**config.mk**
```make
export PLATFORM = sky130hd
export DESIGN_NAME = alu8_driver
export DESIGN_NICKNAME = d
export VERILOG_FILES = /design/src/rtl/alu8_pkg.sv /design/src/rtl/alu8_rsp_fifo.sv /design/src/rtl/alu8_driver.sv
export SDC_FILE = /design/constraint.sdc
export NUM_CORES = 1
export LEC_CHECK = 0
export ABC_AREA = 1
export CELL_PAD_IN_SITES_DETAIL_PLACEMENT = 1
export CELL_PAD_IN_SITES_GLOBAL_PLACEMENT = 1
export CORE_UTILIZATION = 32
export CTS_CLUSTER_SIZE = 10
export DETAILED_ROUTE_END_ITERATION = 7
export PLACE_DENSITY_LB_ADDON = 0.1
export SKIP_CTS_REPAIR_TIMING = 1
export SYNTH_ARGS = -nofsm -noshare
export SYNTH_HDL_FRONTEND = slang
export SYNTH_SLANG_ARGS = --single-unit
export TNS_END_PERCENT = 100
```
**constraint.sdc**
```tcl
create_clock -name clk -period 1.8 [get_ports clk]
set_input_delay 0.36 -clock clk [delete_from_list [all_inputs] [get_ports clk]]
set_output_delay 0.36 -clock clk [all_outputs]
set_load 0.01 [all_outputs]
```
**src/rtl/alu8_pkg.sv**
```systemverilog
// ---------------------------------------------------------------------------
// alu8_pkg
// Shared widths, opcode encodings and the 9-bit reference function of the
// registered 8-bit ALU. The function is used by the optional scoreboard in
// alu8_driver (macro ALU8_DRIVER_SCOREBOARD_EN) and by the testbench.
// ---------------------------------------------------------------------------
package alu8_pkg;

    localparam int DATA_W = 8;
    localparam int RES_W  = 9;
    localparam int SEL_W  = 3;

    localparam logic [SEL_W-1:0] OP_AND  = 3'd0;
    localparam logic [SEL_W-1:0] OP_NAND = 3'd1;
    localparam logic [SEL_W-1:0] OP_OR   = 3'd2;
    localparam logic [SEL_W-1:0] OP_NOR  = 3'd3;
    localparam logic [SEL_W-1:0] OP_XOR  = 3'd4;
    localparam logic [SEL_W-1:0] OP_XNOR = 3'd5;
    localparam logic [SEL_W-1:0] OP_ADD  = 3'd6;
    localparam logic [SEL_W-1:0] OP_SUB  = 3'd7;

    // The ALU works in a 9-bit context with zero-extended operands, so the
    // inverting ops set bit 8, ADD puts the carry there and SUB the borrow.
    function automatic logic [RES_W-1:0] alu8_model(
        input logic [DATA_W-1:0] a,
        input logic [DATA_W-1:0] b,
        input logic [SEL_W-1:0]  sel
    );
        logic [RES_W-1:0] ea;
        logic [RES_W-1:0] eb;
        logic [RES_W-1:0] r;
        ea = {1'b0, a};
        eb = {1'b0, b};
        case (sel)
            OP_AND:  r = ea & eb;
            OP_NAND: r = ~(ea & eb);
            OP_OR:   r = ea | eb;
            OP_NOR:  r = ~(ea | eb);
            OP_XOR:  r = ea ^ eb;
            OP_XNOR: r = ~(ea ^ eb);
            OP_ADD:  r = ea + eb;
            default: r = ea - eb;
        endcase
        return r;
    endfunction

endpackage

```
**src/rtl/alu8_rsp_fifo.sv**
```systemverilog
// ---------------------------------------------------------------------------
// alu8_rsp_fifo
// Synchronous show-ahead FIFO holding tagged ALU results.
// Ports:
//   clk, rst (sync, active-low)
//   push, push_data[W-1:0]  write side
//   pop                     read side; head advances on pop
//   head[W-1:0]             current head entry (valid when count != 0)
//   count                   number of stored entries, 0..DEPTH
// DEPTH must be a power of two so the pointers wrap by plain overflow.
// ---------------------------------------------------------------------------
module alu8_rsp_fifo #(
    parameter int W     = 13,
    parameter int DEPTH = 4
) (
    input  logic                     clk,
    input  logic                     rst,
    input  logic                     push,
    input  logic [W-1:0]             push_data,
    input  logic                     pop,
    output logic [W-1:0]             head,
    output logic [$clog2(DEPTH):0]   count
);

    localparam int PTR_W = $clog2(DEPTH);

    // Head is read combinationally so the response appears on the same
    // cycle the entry lands; a registered read would add a bubble.
    logic [W-1:0]       mem [0:DEPTH-1];
    logic [PTR_W-1:0]   wr_ptr_reg;
    logic [PTR_W-1:0]   rd_ptr_reg;
    logic [PTR_W:0]     count_reg;

    always_ff @(posedge clk) begin
        if (push) begin
            mem[wr_ptr_reg] <= push_data;
        end
    end

    always_ff @(posedge clk) begin
        if (!rst) begin
            wr_ptr_reg <= '0;
            rd_ptr_reg <= '0;
            count_reg  <= '0;
        end else begin
            if (push) begin
                wr_ptr_reg <= wr_ptr_reg + 1'b1;
            end
            if (pop) begin
                rd_ptr_reg <= rd_ptr_reg + 1'b1;
            end
            // Simultaneous push and pop leaves the occupancy unchanged,
            // including when the buffer is full.
            case ({push, pop})
                2'b10:   count_reg <= count_reg + 1'b1;
                2'b01:   count_reg <= count_reg - 1'b1;
                default: count_reg <= count_reg;
            endcase
        end
    end

    assign head  = mem[rd_ptr_reg];
    assign count = count_reg;

endmodule

```
**src/rtl/alu8_driver.sv**
```systemverilog
// ---------------------------------------------------------------------------
// alu8_driver
// Request-side front end for a registered 8-bit ALU. Accepted requests are
// registered onto the ALU inputs, their tags ride an (ALU_LAT+1)-stage shift
// register matching the ALU latency, and results are captured with their
// tags into a response FIFO. Credit flow control (FIFO occupancy plus ops in
// flight) keeps the FIFO from ever overflowing. The external ALU is expected
// to share rst so it is held in reset together with this block.
// Ports:
//   clk, rst (sync, active-low)
//   req_valid/req_ready, req_a, req_b, req_sel, req_tag   request side
//   alu_a, alu_b, alu_sel (registered), alu_result        ALU side
//   rsp_valid/rsp_ready, rsp_result, rsp_tag,
//   rsp_zero, rsp_carry                                   response side
//   busy                                                  work outstanding
//   err_sticky   only with ALU8_DRIVER_SCOREBOARD_EN defined: set when a
//                captured result differs from the built-in reference model
// ---------------------------------------------------------------------------
module alu8_driver
    import alu8_pkg::*;
#(
    parameter int ALU_LAT    = 1,
    parameter int FIFO_DEPTH = 4,
    parameter int TAG_W      = 4
) (
    input  logic              clk,
    input  logic              rst,
    input  logic              req_valid,
    output logic              req_ready,
    input  logic [DATA_W-1:0] req_a,
    input  logic [DATA_W-1:0] req_b,
    input  logic [SEL_W-1:0]  req_sel,
    input  logic [TAG_W-1:0]  req_tag,
    output logic [DATA_W-1:0] alu_a,
    output logic [DATA_W-1:0] alu_b,
    output logic [SEL_W-1:0]  alu_sel,
    input  logic [RES_W-1:0]  alu_result,
    output logic              rsp_valid,
    input  logic              rsp_ready,
    output logic [RES_W-1:0]  rsp_result,
    output logic [TAG_W-1:0]  rsp_tag,
    output logic              rsp_zero,
    output logic              rsp_carry,
    output logic              busy
`ifdef ALU8_DRIVER_SCOREBOARD_EN
    ,
    output logic              err_sticky
`endif
);

    localparam int FC_W  = $clog2(FIFO_DEPTH) + 1;
    localparam int CNT_W = $clog2(FIFO_DEPTH + ALU_LAT + 2) + 1;
`ifdef ALU8_DRIVER_SCOREBOARD_EN
    localparam int FIFO_W = RES_W + TAG_W + RES_W;
`else
    localparam int FIFO_W = RES_W + TAG_W;
`endif

    logic                accept;
    logic                push;
    logic                pop;
    logic [FIFO_W-1:0]   push_data;
    logic [FIFO_W-1:0]   head;
    logic [FC_W-1:0]     fifo_count;
    logic [CNT_W-1:0]    inflight;

    logic [DATA_W-1:0]   alu_a_reg;
    logic [DATA_W-1:0]   alu_b_reg;
    logic [SEL_W-1:0]    alu_sel_reg;

    // Stage i valid means the op accepted i+1 edges ago is still on its way;
    // the last stage lines up with the ALU result register.
    logic [ALU_LAT:0]    stage_valid_reg;
    logic [TAG_W-1:0]    stage_tag_reg [0:ALU_LAT];

    assign accept = req_valid && req_ready;
    assign push   = stage_valid_reg[ALU_LAT];
    assign pop    = rsp_valid && rsp_ready;

    // ALU operand registers hold their last values when nothing is accepted.
    always_ff @(posedge clk) begin
        if (!rst) begin
            alu_a_reg   <= '0;
            alu_b_reg   <= '0;
            alu_sel_reg <= '0;
        end else if (accept) begin
            alu_a_reg   <= req_a;
            alu_b_reg   <= req_b;
            alu_sel_reg <= req_sel;
        end
    end

    always_ff @(posedge clk) begin
        if (!rst) begin
            stage_valid_reg <= '0;
        end else begin
            stage_valid_reg <= {stage_valid_reg[ALU_LAT-1:0], accept};
        end
    end

    // Tags need no reset: they are only looked at alongside a valid bit.
    always_ff @(posedge clk) begin
        stage_tag_reg[0] <= req_tag;
        for (int i = 1; i <= ALU_LAT; i++) begin
            stage_tag_reg[i] <= stage_tag_reg[i-1];
        end
    end

    always_comb begin
        inflight = '0;
        for (int i = 0; i <= ALU_LAT; i++) begin
            inflight = inflight + CNT_W'(stage_valid_reg[i]);
        end
    end

    // Every op in flight already owns a FIFO slot, so the sum can never
    // exceed the depth. Only registered state feeds this compare.
    assign req_ready = (CNT_W'(fifo_count) + inflight) < CNT_W'(FIFO_DEPTH);

`ifdef ALU8_DRIVER_SCOREBOARD_EN
    logic [RES_W-1:0]    stage_exp_reg [0:ALU_LAT];
    logic                err_sticky_reg;
    logic [RES_W-1:0]    head_exp;

    always_ff @(posedge clk) begin
        stage_exp_reg[0] <= alu8_model(req_a, req_b, req_sel);
        for (int i = 1; i <= ALU_LAT; i++) begin
            stage_exp_reg[i] <= stage_exp_reg[i-1];
        end
    end

    always_ff @(posedge clk) begin
        if (!rst) begin
            err_sticky_reg <= 1'b0;
        end else if (push && (alu_result != stage_exp_reg[ALU_LAT])) begin
            err_sticky_reg <= 1'b1;
        end
    end

    assign push_data  = {stage_exp_reg[ALU_LAT], alu_result, stage_tag_reg[ALU_LAT]};
    assign head_exp   = head[FIFO_W-1 -: RES_W];
    assign err_sticky = err_sticky_reg;
`else
    assign push_data  = {alu_result, stage_tag_reg[ALU_LAT]};
`endif

    alu8_rsp_fifo #(
        .W     (FIFO_W),
        .DEPTH (FIFO_DEPTH)
    ) u_rsp_fifo (
        .clk       (clk),
        .rst       (rst),
        .push      (push),
        .push_data (push_data),
        .pop       (pop),
        .head      (head),
        .count     (fifo_count)
    );

    assign alu_a      = alu_a_reg;
    assign alu_b      = alu_b_reg;
    assign alu_sel    = alu_sel_reg;
    assign rsp_valid  = (fifo_count != '0);
    assign rsp_result = head[TAG_W +: RES_W];
    assign rsp_tag    = head[TAG_W-1:0];
    assign rsp_zero   = (rsp_result[DATA_W-1:0] == '0);
    assign rsp_carry  = rsp_result[RES_W-1];
    assign busy       = (inflight != '0) || rsp_valid;

endmodule

```
# Word level (Yosys, flattened, before mapping)
# Memories as Yosys holds them, arrays and structs flattened. A register that Yosys moved wholly into a read port is not among the register bits.
# Cells that the tools add are included.
[totals]
regBits = 28
ramBits = 60
input_bits = 36
out_inout_bits = 37
elab_cells = 30
memories = 2
[memory_table]
columns = ["name", "words", "width", "read_ports", "rd_clocked_by_memory_dff", "write_ports", "line_no", "text"]
rows = [
  ["u_rsp_fifo.mem", 4, 13, 1, 1, 1, "alu8_rsp_fifo.sv:29", "logic [W-1:0] mem [0:DEPTH-1];"],
  ["stage_tag_reg", 2, 4, 2, 0, 2, "alu8_driver.sv:74", "logic [TAG_W-1:0] stage_tag_reg [0:ALU_LAT];"],
]
[classes]
add_sub_neg = 6
order_cmp = 1
eq_ne = 2
muxes = 5
reduce_logical = 7
[op_table]
columns = ["operator", "n"]
rows = [
  ["$logic_not 8->1", 1],
  ["$pmux 3 s2", 1],
  ["$add 2x1->2 const B", 2],
  ["$add 3x2->4", 1],
  ["$lt 4x3->1 const B", 1],
  ["$mux 2", 2],
  ["$reduce_bool 4->1", 1],
  ["$add 3x1->3 const B", 1],
  ["$reduce_bool 3->1", 1],
  ["$sub 3x1->3 const B", 1],
  ["$add 1x1->2", 1],
  ["$eq 2x1->1 const B", 1],
  ["$eq 2x2->1 const B", 1],
  ["$logic_and 1x1->1", 2],
  ["$mux 1", 2],
  ["$reduce_bool 2->1", 1],
  ["$logic_or 1x1->1", 1],
]

# Logic depth before layout (Yosys ltp)
# Gate-level depths: netlist (run 1).
[depth]
ltp_word = 4
mapped_depth = 11
mapped_depth_nobuf = 11

# Hierarchy
# A second synthesis (run 1) with hierarchy kept.
[unflattened]
cells_unflattened = 381
area_unflattened_um2 = 3749.8
[modules_own_cells]
columns = ["module", "instances", "cells_per_inst", "area_each_um2", "seq_area_each_um2"]
rows = [
  ["alu8_rsp_fifo", 1, 181, 2406.1, 1741.7],
  ["alu8_driver", 1, 200, 1343.8, 580.6],
]

# Worst setup path before layout (run 1)
# No wires, ideal clock.
[synth_timing]
kind = "register -> register"
startpoint = "register u_rsp_fifo.count_reg[1], in the netlist u_rsp_fifo.count[1]"
endpoint = "register u_rsp_fifo.count_reg[2], in the netlist u_rsp_fifo.count[2]"
setup_ns = 0.070
arrival_time_ns = 1.817
t_required_ns = 1.730
slack_ns = -0.087
path_stages_with_launch = 12
path_buffers = 0
period_less_slack_ns = 1.887
cell_sequence = "dfxtp_1 > inv_1 > nand3_1 > nand2_1 > inv_1 > ha_1 > inv_1 > fa_1 > or2_2 > nand2_1 > o21ai_0 > a21oi_1"
[synth_via]
elab_chain_len = 4
[synth_rtl]
columns = ["element", "line_no", "text"]
rows = [
  ["start: declaration", "alu8_rsp_fifo.sv:32", "logic [PTR_W:0] count_reg;"],
  ["start signal: assignment", "alu8_rsp_fifo.sv:55", "2'b10: count_reg <= count_reg + 1'b1;"],
  ["start signal: assignment", "alu8_rsp_fifo.sv:56", "2'b01: count_reg <= count_reg - 1'b1;"],
  ["start signal: assignment", "alu8_rsp_fifo.sv:57", "default: count_reg <= count_reg;"],
  ["$reduce_bool 3->1 (*)", "alu8_driver.sv:163", "assign rsp_valid = (fifo_count != '0);"],
  ["named net rsp_valid", "alu8_driver.sv:38", "output logic rsp_valid,"],
  ["$logic_and 1x1->1 (*)", "alu8_driver.sv:78", "assign pop = rsp_valid && rsp_ready;"],
  ["named net pop", "alu8_driver.sv:61", "logic pop;"],
  ["$eq 2x1->1 / $eq 2x2->1 (equally long branches)", "alu8_rsp_fifo.sv:54", "case ({push, pop})"],
  ["$pmux 3 s2 / $reduce_bool 2->1 (equally long branches)", "--", ""],
]
# The timed path passes the listed nets; every way through them passes the cells marked *.
# A chain may end at the register's enable or synchronous reset.

==> run summary, run 1 <==
The run finished, with violations left. The final reports fail on setup timing. The run gives 0 as the number of antenna violations at the first check in global routing. The most used flip-flop cell after synthesis is sky130_fd_sc_hd__edfxtp_1. The hold violation total from the final report came out at 0. For the number of placed I/O pins, the log shows 73. The peak clock frequency supported by timing was 512 MHz. Yosys mapped a number of flops with a built-in enable equal to 52.

Clock-pin slew was measured on the worst setup and hold paths at 0.09 ns. The kind of launch point of the worst setup path is a flop. TritonCTS built the clock tree. The number of max-cap violations was 0; the floorplan die width was 106 um. The largest driver fanout on the critical path was 12; the post-synthesis async set-or-reset flop share was 0.

The post-synthesis net count is 369. The family of cells with the greatest summed delay on the critical path was buffers and inverters. For this run, the number of standard cells in the final layout without fillers is 572. The later pin in the worst-skew pair is clocked with a latency of 0.35 ns.

At the worst endpoint, the arrival time is 1.59 ns. The tools report the number of violations reported at the end of detailed-routing iteration 0 as 55. Final-layout fill cell count: 1138. The clock tree root driver cell was sky130_fd_sc_hd__clkbuf_8.

CTS built an H-tree with a depth of 3. Summed over all layers, the routed wires come to 8050 um. The type of the tightest min-delay check was reg2reg.

The overall overflow remaining after global route was 0; the power per cell area was 945 nW/um^2. The first global-routing pass estimated 12600 um of wire. Port buffering added 72 buffers. The slowest library cell on the worst path was sky130_fd_sc_hd__dfxtp_4. Met3 layer usage reported by global route: 0.0533.

The detailed-routing iteration count for the pre-antenna-repair pass is 4, and the actual slew at the worst max-slew pin is 0.288 ns. The portion of the clock cycle consumed by the worst path in the final layout works out to 1.09. The run gives -0.154 ns as the slack of the critical path. The register with the most flip-flops in the layout has 52 of them.

The fraction of final layout cells with drive strength greater than 1 came out at 0.275. The routability congestion estimate was 0.746. The run gives 7 as the number of endpoints failing setup at the final stage. Final critical path time including I/O delays and setup: 1.95 ns.

0 antenna diodes ended up in the layout. Count of buffering cells on the critical path with inverters included: 4. The total clock buffers created by CTS was 9; the cell area after synthesis was 3450 um^2. The critical path is of the reg2out type.

The tools report the count of nets left with antenna violations after detail routing as 0. Dividing the synthesized area by the synthesized cell count gives 10.7 um^2. For the worst setup path, the data required time is 1.44 ns. In the routed layout, each cell is associated on average with a via count of 4.56. Worst-case clock buffer depth: 2.

The logs give 0.402 mV for the highest ir drop seen on vdd and 0 for the number of synthesis warnings. Reported leakage power: 0.00202 uW. In this run, distinct cell masters in the synthesized netlist total 20. The worst clock skew on the final layout was 0.0121 ns. After synthesis, the cell types taking the most area are sky130_fd_sc_hd__edfxtp_1 (45%), sky130_fd_sc_hd__dfxtp_1 (22%), sky130_fd_sc_hd__nand2_1 (8.0%).

The tools report the post-route setup TNS as -0.470 ns. The y dimension of the die is 106 um. The logs give 0.155 for the met1 track utilization from global routing and 11200 um^2 for the area enclosed by the die boundary. The run gives 0.262 as the met2 layer usage reported by global route. Traced cell by cell, the critical path runs through buf_4 > buf_8 > nand2_1 > nand3_1 > nand2_2 > nand2_1 > inv_1 > nand2_1 > nor2_1 > buf_2. Compared with the post-synthesis result, the final layout area differs by 44.1%. Via count of the first global-routing pass: 2669.

The tools report the starting density of the core as 0.332. The commonest cells after synthesis are sky130_fd_sc_hd__nand2_1 (74), sky130_fd_sc_hd__edfxtp_1 (52), sky130_fd_sc_hd__dfxtp_1 (38). For the clock sink total, the log shows 90.

Area used by sequential logic in the layout: 2330 um^2. The multi-input combinational cells in the finished layout cover a total of 1080 um^2. In the final routed layout, each cell accounts on average for 14.1 um.

Entering global routing, the biggest net connects 21 pins. The tools report the all-layer global routing usage as 0.147. Counting flops per register, the top entry is u_rsp_fifo.mem. The cell seen most often among critical-path stages was sky130_fd_sc_hd__nand2_1. Across all layers, the routed design uses 2608 vias.

The library cell with the highest instance count after synthesis was sky130_fd_sc_hd__nand2_1. Once placement completed, the tool counted placed cells totaling 545. The synthesized design spends more area on one cell type than any other, namely sky130_fd_sc_hd__edfxtp_1. The tools report the type of element capturing the critical path as a primary output. The sequential-to-total area share from yosys stat is 0.672, and the post-synthesis register bit count is 90. For the DRC violation count after routing, the log shows 0.

The tools report the relative slew slack as 0.808. met2 is the most crowded layer. The run gives 0 as the final count of pins violating max slew. Setup repair after global routing could not meet its margin everywhere. The row count came out at 37. The net count of the finished layout is 476. The share of the synthesized area in the top cell type works out to 0.452. The run gives 5300 um as the estimated wirelength of the detail-placed design.

The post-synthesis instance total came out at 324. In this design, the stage delay of the slowest critical-path cell is 0.39 ns. The core region is 10400 um^2.
==> cell usage in the layout, fill, tap and decap left out, types with 2 or more instances in the layout <==
master	synthesis	final
sky130_fd_sc_hd__dlymetal6s2s_1	0	5
sky130_fd_sc_hd__inv_2	0	8
sky130_fd_sc_hd__clkbuf_8	0	9
sky130_fd_sc_hd__buf_12	0	2
sky130_fd_sc_hd__inv_8	0	2
sky130_fd_sc_hd__nand3_2	0	11
sky130_fd_sc_hd__o21ai_0	15	10
sky130_fd_sc_hd__nor2_1	15	15
sky130_fd_sc_hd__ha_1	8	5
sky130_fd_sc_hd__a21oi_2	0	2
sky130_fd_sc_hd__nand2_1	74	57
sky130_fd_sc_hd__nand3_1	37	26
sky130_fd_sc_hd__buf_6	2	12
sky130_fd_sc_hd__edfxtp_1	52	52
sky130_fd_sc_hd__dfxtp_1	38	31
sky130_fd_sc_hd__buf_2	9	7
sky130_fd_sc_hd__a21oi_1	28	26
sky130_fd_sc_hd__o21ai_1	0	4
sky130_fd_sc_hd__o22ai_1	5	5
sky130_fd_sc_hd__dfxtp_2	0	6
sky130_fd_sc_hd__buf_4	3	27
sky130_fd_sc_hd__clkdlybuf4s50_1	0	55
sky130_fd_sc_hd__ha_4	0	3
sky130_fd_sc_hd__nand2_2	2	18
sky130_fd_sc_hd__buf_8	0	2
sky130_fd_sc_hd__inv_1	29	21
==> path summary, 6_finish.rpt <==
path | startpoint | end | slack, ns | cells past startpoint
max | flop | rsp_zero | -0.15 | 10
min | stage_tag_reg[0][3] | stage_tag_reg[0][7] | 0.33 | 0
max reg2reg | u_rsp_fifo.count[0] | u_rsp_fifo.count[2] | 0.06 | 11
min reg2reg | stage_tag_reg[0][3] | stage_tag_reg[0][7] | 0.33 | 0
==> per-stage QoR <==
step	total power (uW)	utilization	cell area (um^2)	hold slack (ns)	setup slack [ns]
2_1_floorplan	2760	-	3460	0.310	0.000720
4_1_cts	4590	0.449	4680	0.334	-0.545
5_1_grt	4950	0.478	4980	0.344	-0.267
3_3_place_gp	3220	0.430	4480	0.312	-0.326
3_5_place_dp	3240	0.430	4480	0.313	-0.409
6_report	4700	0.478	4980	0.332	-0.154
==> metal layers <==
layer | vias to the layer above | share of wire
met1 | 1235 | 0.40
li1 | 1299 | -
met5 | - | 0
met4 | 0 | 0.015
met2 | 64 | 0.52
met3 | 10 | 0.071
==> report_power, final <==
part	internal (uW)	leakage (uW)	switching, uW
clock network	649	0.000100	706
logic	548	0.00113	489
registers	2260	0.000787	54.5
total	3450	0.00202	1250
==> layout make-up <==
type,count,share of cell area
Timing Repair Buffer,112,0.218
Tap cell,136,0.0342
Sequential cell,90,0.469
Clock inverter,6,0.0131
Clock buffer,10,0.0256
Inverter,30,0.0241
Multi-Input combinational cell,188,0.216
==> kinds of logic after synthesis <==
group                      Yosys count  share of synthesized area
AOI/OAI and AO/OA                   48                     0.0713
xor gates and xnor gates             1                    0.00254
adders and majority gates            9                     0.0348
buffers and inverters               46                     0.0616
DFF                                 90                      0.672
and+or+nand+nor                    130                      0.158
==> worst register-to-register path, stage by stage, from the launching register on <==
cell	delay, ns
sky130_fd_sc_hd__dfxtp_2	0.34
sky130_fd_sc_hd__inv_1	0.06
sky130_fd_sc_hd__nand3_2	0.09
sky130_fd_sc_hd__nand2_2	0.07
sky130_fd_sc_hd__inv_2	0.07
sky130_fd_sc_hd__ha_4	0.12
sky130_fd_sc_hd__inv_2	0.04
sky130_fd_sc_hd__fa_2	0.38
sky130_fd_sc_hd__or2_4	0.25
sky130_fd_sc_hd__nand2_4	0.08
sky130_fd_sc_hd__o21ai_2	0.06
sky130_fd_sc_hd__a21oi_2	0.12
Note: power is estimated with default switching activity, not from simulation.
==> run 2, diff against run 1 <==
--- a/config.mk
+++ b/config.mk
@@ -15,5 +15,6 @@
 export SKIP_CTS_REPAIR_TIMING = 1
 export SYNTH_ARGS = -nofsm -noshare
 export SYNTH_HDL_FRONTEND = slang
+export SYNTH_HIERARCHICAL = 1
 export SYNTH_SLANG_ARGS = --single-unit
 export TNS_END_PERCENT = 100
==> constraint.sdc (replaced) <==
create_clock -name clk -period 2.3 [get_ports clk]
set_input_delay 0.46 -clock clk [delete_from_list [all_inputs] [get_ports clk]]
set_output_delay 0.46 -clock clk [all_outputs]
set_load 0.01 [all_outputs]
==> run 2 against run 1 <==
Combinational power rose by 24%. Die area rose by 8.4%. Largest cell class unchanged. Non-clock buffer count fell by 30. The run now ends clean. Synthesized cell count rose by 18%. Register-to-register slack improved by 0.29 ns. First-iteration DRC count rose by 89%. Critical path type unchanged. Flip-flop and latch count did not move.
==> run summary, run 2 <==
The via count of the first global-routing pass was 2772 (was 2669). Path type of the worst setup path: reg2out (unchanged). The fraction of final layout cells with drive strength greater than 1 was 0.0824 (was 0.275); the sequential-to-total area share from yosys stat was 0.619 (was 0.672). The register containing the most flip-flops in the final layout is u_rsp_fifo/mem (was u_rsp_fifo.mem).

The largest net degree at the start of global routing was 29 (was 21); the share of the synthesized area in the top cell type was 0.416 (was 0.452). The type of the tightest min-delay check was reg2reg (unchanged). The y dimension of the die was 110 um (was 106 um); the hold violation total from the final report was 0 (unchanged). The destination of the worst hold path was stage_tag_reg[0][7] (unchanged).

The area growth from synthesis to final layout works out to 31.9% (was 44.1%). The tools report the clock tree root driver cell as sky130_fd_sc_hd__clkbuf_16 (was sky130_fd_sc_hd__clkbuf_8). The post-detailed-route wirelength per cell works out to 14.0 um (was 14.1 um).

Most frequent cells in the layout: sky130_fd_sc_hd__inv_1 (80), sky130_fd_sc_hd__clkdlybuf4s50_1 (57), sky130_fd_sc_hd__edfxtp_1 (52) (was sky130_fd_sc_hd__nand2_1 (57), sky130_fd_sc_hd__clkdlybuf4s50_1 (55), sky130_fd_sc_hd__edfxtp_1 (52)). For the estimated wirelength of the detail-placed design, the log shows 5590 um (was 5300 um). Relative slew slack: 0.562 (was 0.808).

The tools report the type of element capturing the critical path as a primary output (unchanged). The logs give 8450 um (was 8050 um) for the total routed wirelength and 1311 (was 1138) for the final-layout fill cell count. The most frequently used flop master after synthesis is sky130_fd_sc_hd__edfxtp_1 (unchanged).

The number of violations reported at the end of detailed-routing iteration 0 is 104 (was 55), and the number of flops mapped to enable cells by yosys is 52 (unchanged). The post-synthesis instance total came out at 381 (was 324). The tools report the worst flop-to-flop path startpoint as stage_valid_reg[1] (was u_rsp_fifo.count[0]).

The number of synthesis warnings came out at 6 (was 0). The endpoint of the most critical register-to-register path was alu_a[1] (was u_rsp_fifo.count[2]). The logs give 0 (unchanged) for the number of antenna violations at the first check in global routing and 0.328 (was 0.332) for the starting density of the core. The logs give 501 (was 476) for the total number of nets in the final design and 2745 (was 2608) for the number of vias in the routed layout.

The area enclosed by the die boundary was 12200 um^2 (was 11200 um^2). Commonest cells in the netlist: sky130_fd_sc_hd__inv_1 (80), sky130_fd_sc_hd__edfxtp_1 (52), sky130_fd_sc_hd__nand2_1 (51), sky130_fd_sc_hd__nor2_1 (51), sky130_fd_sc_hd__dfxtp_1 (38) (was sky130_fd_sc_hd__nand2_1 (74), sky130_fd_sc_hd__edfxtp_1 (52), sky130_fd_sc_hd__dfxtp_1 (38)). The flip-flop count of the largest register, all copies and words added was 52 (unchanged); the routability congestion estimate was 0.712 (was 0.746). The floorplan die width works out to 110 um (was 106 um). The commonest non-fill, non-tap cell in the layout is sky130_fd_sc_hd__inv_1 (was sky130_fd_sc_hd__nand2_1). TritonCTS built the clock tree. Setup repair after global routing left no endpoint under its margin. The average footprint of a synthesized cell works out to 9.84 um^2 (was 10.7 um^2). The worst clock skew on the final layout was 0.00574 ns (was 0.0121 ns); the post-synthesis async set-or-reset flop share was 0 (unchanged). The post-synthesis net count is 426 (was 369). The area used by sequential logic in the layout was 2330 um^2 (about the same). The portion of the clock cycle consumed by the worst path in the final layout works out to 0.964. For the row count, the log shows 39 (was 37). The logs give 13400 um (was 12600 um) for the first-pass GRT wire length and 0 (was 7) for the number of endpoints failing setup at the final stage. The total chip power was 4670 uW (was 4700 uW).

The kind of launch point of the worst setup path is a flop (unchanged). Cell types occupying the most area after synthesis: sky130_fd_sc_hd__edfxtp_1 (42%), sky130_fd_sc_hd__dfxtp_1 (20%), sky130_fd_sc_hd__inv_1 (8.0%) (was sky130_fd_sc_hd__edfxtp_1 (45%), sky130_fd_sc_hd__dfxtp_1 (22%), sky130_fd_sc_hd__nand2_1 (8.0%)). Largest driver fanout on the critical path: 26 (was 12).

Power per cell area: 944 nW/um^2 (was 945 nW/um^2). The number of H-tree levels was 3 (unchanged). The logs give 1.76 ns (was 1.59 ns) for the data arrival time of the worst path and 0 (unchanged) for the overall overflow remaining after global route. The post-synthesis register bit count was 90 (unchanged); the average via count per standard cell was 4.54 (was 4.56). For the reported leakage power, the log shows 0.00222 uW (was 0.00202 uW). The tools report the cell area after synthesis as 3750 um^2 (was 3450 um^2). The tools report the final count of pins violating max slew as 0 (unchanged). The run finished with clean final reports. For the placeable core area, the log shows 11400 um^2 (was 10400 um^2). The count of nets left with antenna violations after detail routing is 0 (unchanged). The tools report the clock sink total as 90 (unchanged). The library cell with the highest instance count after synthesis was sky130_fd_sc_hd__inv_1 (was sky130_fd_sc_hd__nand2_1). The DRC violation count after routing was 0 (unchanged). For the highest ir drop seen on vdd, the log shows 0.341 mV (was 0.402 mV).

Cell taking the most area after synthesis: sky130_fd_sc_hd__edfxtp_1 (unchanged). The number of instances on the worst hold path was 0 (unchanged); the clock edge transition at the registers on the reported setup and hold paths was 0.06 ns (was 0.09 ns). Quantity of I/O buffers inserted on ports: 72 (unchanged). Clock latency of the later-clocked register in the worst-skew pair: 0.34 ns (was 0.35 ns).

Derived from the worst setup path, the maximum achievable clock frequency is 451 MHz. The detailed-routing iteration count for the pre-antenna-repair pass came out at 4 (unchanged). The antenna diode count came out at 0 (unchanged).

The critical path required time came out at 1.84 ns (was 1.44 ns). The tools report the number of placed I/O pins as 73 (unchanged). The fraction of the core area covered by cells at the end of the flow was 0.433 (was 0.478); the depth of the worst register-to-register path was 8 (was 11).

The total area of multi-input combinational cells is 963 um^2 (was 1080 um^2), and the number of distinct library cells after synthesis is 26 (was 20). The run gives 0 ns (was -0.470 ns) as the post-route setup TNS. The number of max-cap violations was 0 (unchanged); the final critical path time including I/O delays and setup was 2.22 ns. The actual slew at the worst max-slew pin works out to 0.656 ns (was 0.288 ns). The logs give 2 (unchanged) for the worst-case clock buffer depth and 0.35 ns (was 0.06 ns) for the slack of the worst reg-to-reg path. Total clock buffers created by CTS: 9 (unchanged). For the all-layer global routing usage, the log shows 0.148 (was 0.147). The origin of the worst min-delay path is stage_tag_reg[0][3] (unchanged).
[run 2: kinds of logic after synthesis]
kind of cell,count (synthesis),synth area share
buf+inv,100,0.124
simple gates,132,0.152
flops,90,0.619
compound gates,50,0.0721
fa+ha+maj,9,0.0320
[run 2: critical path, cell delays in order (launching register included)]
cell and delay, ns:
sky130_fd_sc_hd__dfxtp_4 0.37, sky130_fd_sc_hd__buf_12 0.15, sky130_fd_sc_hd__inv_12 0.12, sky130_fd_sc_hd__nor2_1 0.06, sky130_fd_sc_hd__o22ai_1 0.16, sky130_fd_sc_hd__clkdlybuf4s50_1 0.56
[run 2: routing by layer]
metal | wire length [um] | vias up | GRT usage
met1 | 3820 | 1298 | 0.176
met3 | 458 | 10 | 0.0423
li1 | - | 1373 | -
met2 | 4040 | 64 | 0.249
met5 | 0 | - | 0
met4 | 136 | 0 | 0.0648
[run 2: power breakdown]
| part | total, uW | switching [uW] | leakage [uW] | internal (uW) |
|---|---|---|---|---|
| clock | 1480 | 632 | 0.000143 | 851 |
| combinational | 1290 | 679 | 0.00129 | 607 |
| sequential | 1900 | 77.0 | 0.000786 | 1820 |
[run 2: cell type report]
type,instances,area share
clock buffer,9,0.0455
tap,143,0.0362
inverter,82,0.0647
sequential,90,0.470
multi-input combinational,191,0.195
clock inverter,7,0.0154
timing repair buffer,82,0.173
[run 2: metrics by stage]
step           setup WS [ns]  hold slack (ns)  instance area [um^2]  cells
3_5_place_dp           0.106            0.316                  4570    586
6_report              0.0839            0.329                  4950    604
4_1_cts               -0.276            0.332                  4870    602
2_1_floorplan          0.609            0.310                  3750    381
5_1_grt              0.00435            0.335                  4950    604
3_3_place_gp           0.135            0.311                  4570    586
[run 2: worst max-delay path by stage]
stage | slack (ns) | end | cells after the start
floorplan | 0.61 | u_rsp_fifo/count[2] | 12
global placement | 0.14 | rsp_zero | 8
detailed placement | 0.11 | rsp_zero | 8
CTS | -0.28 | rsp_zero | 8
global route | 0.004 | rsp_zero | 9
finish | 0.08 | rsp_tag[2] | 5
==> run 3, diff against run 2 <==
--- a/config.mk
+++ b/config.mk
@@ -9,7 +9,6 @@
 export CELL_PAD_IN_SITES_DETAIL_PLACEMENT = 1
 export CELL_PAD_IN_SITES_GLOBAL_PLACEMENT = 1
 export CORE_UTILIZATION = 32
-export CTS_CLUSTER_SIZE = 10
 export DETAILED_ROUTE_END_ITERATION = 7
 export PLACE_DENSITY_LB_ADDON = 0.1
 export SKIP_CTS_REPAIR_TIMING = 1
==> results of run 3 <==
Final layout, timing and power as in run 2 (identical DEF).
